==> src/rtl/chop_freq_monitor.sv <==
// Chopper clock bank checker: counts rising edges of each chopper clock over a 1 ms gate
// and flags channels whose frequency (kHz) falls outside the planned value +/- TOL.
module chop_freq_monitor #(
  parameter int NCH      = 16,
  parameter int FREF_KHZ = 1000,
  parameter int FCHOP1   = 32,
  parameter int DF       = 4,
  parameter int TOL      = 1,
  parameter int CW       = 8
) (
  input  logic              CLK,
  input  logic              RST,
  input  logic [NCH-1:0]    CHOP,
  input  logic              START,
  output logic              BUSY,
  output logic              DONE,
  output logic [NCH*CW-1:0] FREQ,
  output logic [NCH-1:0]    FAIL,
  output logic              PASS
);

  localparam int              GATE_CYC  = FREF_KHZ;
  localparam int              GW        = $clog2(GATE_CYC + 1);
  localparam logic [GW-1:0]   GATE_LAST = GW'(GATE_CYC - 1);
  localparam logic [CW-1:0]   CNT_MAX   = '1;
  localparam logic [CW:0]     TOL_W     = (CW+1)'(TOL);

  typedef enum logic [1:0] {IDLE, ARM, GATE, CHECK} state_t;

  state_t         state;
  logic [NCH-1:0] chop_p0, chop_p1, chop_p2;
  logic [NCH-1:0] rise;
  logic [GW-1:0]  gcnt;
  logic [CW-1:0]  cnt [NCH];
  logic [NCH-1:0] fail_next;

  function automatic logic [CW-1:0] sat_inc(input logic [CW-1:0] c);
    return (c == CNT_MAX) ? c : c + CW'(1);
  endfunction

  // Lower bound clamps at zero so small expected values near TOL never wrap.
  function automatic logic out_of_band(input logic [CW-1:0] c, input logic [CW:0] e);
    logic [CW:0] lo, hi, cx;
    cx = {1'b0, c};
    lo = (e >= TOL_W) ? e - TOL_W : '0;
    hi = e + TOL_W;
    return (cx < lo) || (cx > hi);
  endfunction

  // Stage p0/p1: two-flop synchronizer; p2: history flop for edge detection
  always_ff @(posedge CLK) begin
    if (RST) begin
      chop_p0 <= '0;
      chop_p1 <= '0;
      chop_p2 <= '0;
    end else begin
      chop_p0 <= CHOP;
      chop_p1 <= chop_p0;
      chop_p2 <= chop_p1;
    end
  end

  assign rise = chop_p1 & ~chop_p2;

  always_comb begin
    fail_next = '0;
    for (int i = 0; i < NCH; i++)
      fail_next[i] = out_of_band(cnt[i], (CW+1)'(FCHOP1 + i * DF));
  end

  always_ff @(posedge CLK) begin
    if (RST) begin
      state <= IDLE;
      gcnt  <= '0;
      for (int i = 0; i < NCH; i++) cnt[i] <= '0;
      FREQ  <= '0;
      FAIL  <= '0;
      PASS  <= 1'b0;
      DONE  <= 1'b0;
      BUSY  <= 1'b0;
    end else begin
      DONE <= 1'b0;
      case (state)
        IDLE: begin
          if (START) begin
            state <= ARM;
            BUSY  <= 1'b1;
          end
        end
        ARM: begin
          gcnt <= '0;
          for (int i = 0; i < NCH; i++) cnt[i] <= '0;
          state <= GATE;
        end
        GATE: begin
          for (int i = 0; i < NCH; i++)
            if (rise[i]) cnt[i] <= sat_inc(cnt[i]);
          if (gcnt == GATE_LAST) state <= CHECK;
          else                   gcnt  <= gcnt + GW'(1);
        end
        CHECK: begin
          for (int i = 0; i < NCH; i++) FREQ[i*CW +: CW] <= cnt[i];
          FAIL  <= fail_next;
          PASS  <= ~|fail_next;
          DONE  <= 1'b1;
          BUSY  <= 1'b0;
          state <= IDLE;
        end
        default: begin
          state <= IDLE;
          BUSY  <= 1'b0;
        end
      endcase
    end
  end

endmodule

==> config.mk <==
export PLATFORM = sky130hd
export DESIGN_NAME = chop_freq_monitor
export DESIGN_NICKNAME = d
export VERILOG_FILES = /design/src/rtl/chop_freq_monitor.sv
export SDC_FILE = /design/constraint.sdc
export NUM_CORES = 1
export LEC_CHECK = 0
export CORE_ASPECT_RATIO = 2
export CORE_MARGIN = 2
export CORE_UTILIZATION = 40
export DETAILED_ROUTE_END_ITERATION = 10
export GPL_ROUTABILITY_DRIVEN = 0
export PLACE_DENSITY = 0.68
export REMOVE_ABC_BUFFERS = 1
export SYNTH_ARGS = -nofsm -noshare
export SYNTH_HDL_FRONTEND = slang
export SYNTH_SLANG_ARGS = --single-unit
==> constraint.sdc <==
create_clock -name CLK -period 4.35 [get_ports CLK]
set_input_delay 0.435 -clock CLK [delete_from_list [all_inputs] [get_ports CLK]]
set_output_delay 0.435 -clock CLK [all_outputs]
set_load 0.005 [all_outputs]
==> results.sh <==
export IMPL_grt_pass1_vias=10500
export IMPL_fmax_mhz=325
export IMPL_cts_hold_buffers=0
export IMPL_worst_clock_skew_ns=0.0257
export IMPL_antenna_left=0
export IMPL_rrSetupSlack_ns=1.28
export IMPL_std_cell_rows=98
export IMPL_vias=10500
export IMPL_viasPerCell=5.13
export IMPL_critPathKind="register to register"
export IMPL_grt_first_pass_wirelength_um=53600
export IMPL_clock_latency_ns=0.58
export IMPL_drive_above_1_share_pct=4.66
export IMPL_netlist_area_um2=14600
export IMPL_power_density_nw_per_um2=484
export IMPL_seq_power_share_pct=49.8
export IMPL_mostFrequentLayoutCells="nor2_1 (288), dfxtp_1 (215), clkdlybuf4s50_1 (164)"
export IMPL_port_buffers=165
export IMPL_path_clk_slew_ns=0.07
export IMPL_synth_edf_count=120
export IMPL_synthArstFlopShare_pct=0
export IMPL_cts_resized=0
export IMPL_cts_tree="built"
export IMPL_power_switching_uw=2520
export IMPL_ys_seq_area_share_pct=54.3
export IMPL_peakVddDrop_v=0.000341
export IMPL_syn_to_final_growth_pct=21.2
export IMPL_antenna_found_initial=0
export IMPL_crit_required_ns=4.86
export IMPL_hold_slack_ns=0.310
export IMPL_die_x_um=139
export IMPL_synthTopCellsByArea="dfxtp_1 (30%), edfxtp_1 (25%), mux2i_1 (8.8%)"
export IMPL_power_leakage_uw=0.00615
export IMPL_cpMaxStageDelayCell="nor2b_1"
export IMPL_die_h_um=274
export IMPL_place_area_um2=16600
export IMPL_critPathLaunchType="register"
export IMPL_period_minus_slack_ns=3.07
export IMPL_synth_distinct_cells=64
export IMPL_cp_arrival_ns=3.58
export IMPL_final_max_slew_viol_count=0
export IMPL_finalCritPeriodShare_pct=70.7
export IMPL_synth_warnings=0
export IMPL_fin_area_um2=17700
export IMPL_crit_family="simple AND/OR/NAND/NOR gates"
export IMPL_end_kind="register"
export IMPL_dieArea_um2=38100
export IMPL_drt_initial_drc_count=468
export IMPL_grt_overflow=0
export IMPL_rsz0062_at_grt="false"
export IMPL_dp_hpwl_um=24000
export IMPL_hold_viol_final=0
export IMPL_fin_nets=1636
export IMPL_routed_wl_um=33700
export IMPL_power_frac_comb_pct=17.7
export IMPL_outcome="completed"
export IMPL_maxCapViolCount=0
export IMPL_final_common_cell="nor2_1"
export IMPL_p_int_uw=6020
export IMPL_crit_chain="inv_1, ha_2, nor2b_1, and3b_1, and2_1, a21oi_1, o31ai_1, a22o_1"
export IMPL_wl_per_cell_um=16.5
export IMPL_dr_pass1_iters=4
export IMPL_clock_root_buffer="clkbuf_16"
export IMPL_pin_count=166
export IMPL_grt_max_degree=86
export IMPL_n_antenna_cell=0
export IMPL_cts_max_level=1
export IMPL_fp_coreArea_um2=35800
export IMPL_sw_frac_of_total_pct=29.5
export IMPL_grtUsageTotal_pct=17.2
export IMPL_clockBufferDepth=3
export IMPL_post_cts_buffers=0
export IMPL_slew_headroom_pct=25.3
export IMPL_yosysTopAreaCell="dfxtp_1"
export IMPL_critPathMaxFanout=21
export IMPL_critPathMaxStageDelay_ns=0.68
export IMPL_hold_class="input pin to register"
export IMPL_avgSynthCellArea_um2=10.3
export IMPL_cts_buffers=31
export IMPL_drc=0
export IMPL_initial_core_util_pct=40.7
export IMPL_finalSetupViolations=0
export IMPL_ys_ff_latch=335
export IMPL_synth_top_cell_area_share_pct=29.5
export IMPL_critical_path_buf_inv_count=1
export IMPL_cts_sinks=335
export IMPL_clkPwrFrac_pct=32.5
export IMPL_worst_pin_slew_ns=1.11
export IMPL_syn_inst=1413
export IMPL_yosys_most_used_dff="dfxtp_1"
-- layout make-up --
| cell class | count | area (µm²) |
|---|---|---|
| fillers | 3266 | 18100 |
| flip-flops and latches | 335 | 7910 |
| multi-input cells | 956 | 6180 |
| repair buffers | 171 | 1710 |
| clock buffers | 52 | 957 |
| well taps | 450 | 563 |
| inverters | 68 | 255 |
| clock inverters | 6 | 85.1 |
-- per-layer routing --
layer / share of wire [%] / track usage [%]
met1: 37 / 17.8
met4: 4.0 / 7.60
met5: 0 / 0
met3: 4.1 / 2.17
met2: 55 / 34.1
-- cells by family (layout without fill, tap and decap cells) --
kind of cell	after synthesis	in the layout	share of synthesized area [%]
XOR/XNOR	76	76	4.57
buffers and inverters	122	297	3.44
AND/OR/NAND/NOR	572	572	19.1
AO/OA/AOI/OAI	125	125	5.15
adder cells (fa/ha/maj)	54	54	4.64
multiplexers	129	129	8.87
flip-flops	335	335	54.3
-- cell usage after synthesis (2+ instances only) --
cell type and number:
mux2i_1 128, nor4b_1 3, and4_1 3, nand3b_1 15, and2_1 3, a311oi_1 2
nand2b_1 9, inv_1 67, xnor2_1 37, xor2_1 39, nand3_1 54, and3_1 13
buf_1 3, nor2_1 289, a211oi_1 12, or4b_1 2, edfxtp_1 120, a21oi_1 54
dfxtp_1 215, or3_1 21, o21ai_0 31, a211oi_2 2, nor2b_1 53, nand2_1 48
o2111ai_1 4, clkbuf_1 22, o21ai_1 4, buf_2 28, nor4_1 10, a31oi_1 3
or2b_2 4, nor3_1 11, nand4_1 18, and3b_1 3, ha_1 54
-- per-stage QoR --
stage	instances	total power [µW]	TNS (ns)	worst slack (ns)	utilization, %
6_report	2038	8540	0	1.28	49.3
5_1_grt	2038	8990	0	1.07	49.3
4_1_cts	2038	8650	0	1.25	49.3
3_5_place_dp	1980	5850	0	1.40	46.4
3_3_place_gp	1980	5790	0	1.50	46.4
2_1_floorplan	1359	5250	-203.73	-2.02	-
-- sequential cells by signal (all words and copies together) (netlist names), 2 cells and up --
| signal | count |
|---|---|
| FREQ | 128 |
| state | 2 |
| gcnt | 10 |
| chop_p1 | 16 |
| chop_p2 | 16 |
| cnt | 128 |
| chop_p0 | 16 |
| FAIL | 16 |
-- worst reg2reg max path, stage by stage (launching register included) --
cell	delay (ns)
dfxtp_1	0.36
inv_1	0.12
ha_2	0.58
nor2b_1	0.69
and3b_1	0.35
and2_1	0.33
a21oi_1	0.12
o31ai_1	0.27
a22o_1	0.18
-- power by group through the flow --
stage	clock network, µW	registers (µW)	logic [µW]
after floorplan	0	4140	1100
after global placement	0	4310	1490
after detailed placement	0	4330	1520
after CTS	2860	4260	1530
after global routing	2980	4320	1690
final	2780	4250	1510
-- final timing paths --
path / from / depth (start not counted) / to
worst max-delay path: state[0] / 8 / cnt[0][3]
worst min-delay path: RST / 2 / FREQ[62]
worst max register to register: state[0] / 8 / cnt[0][3]
worst min register to register: chop_p0[5] / 1 / chop_p1[5]
Power figures use the tool's default switching activity.
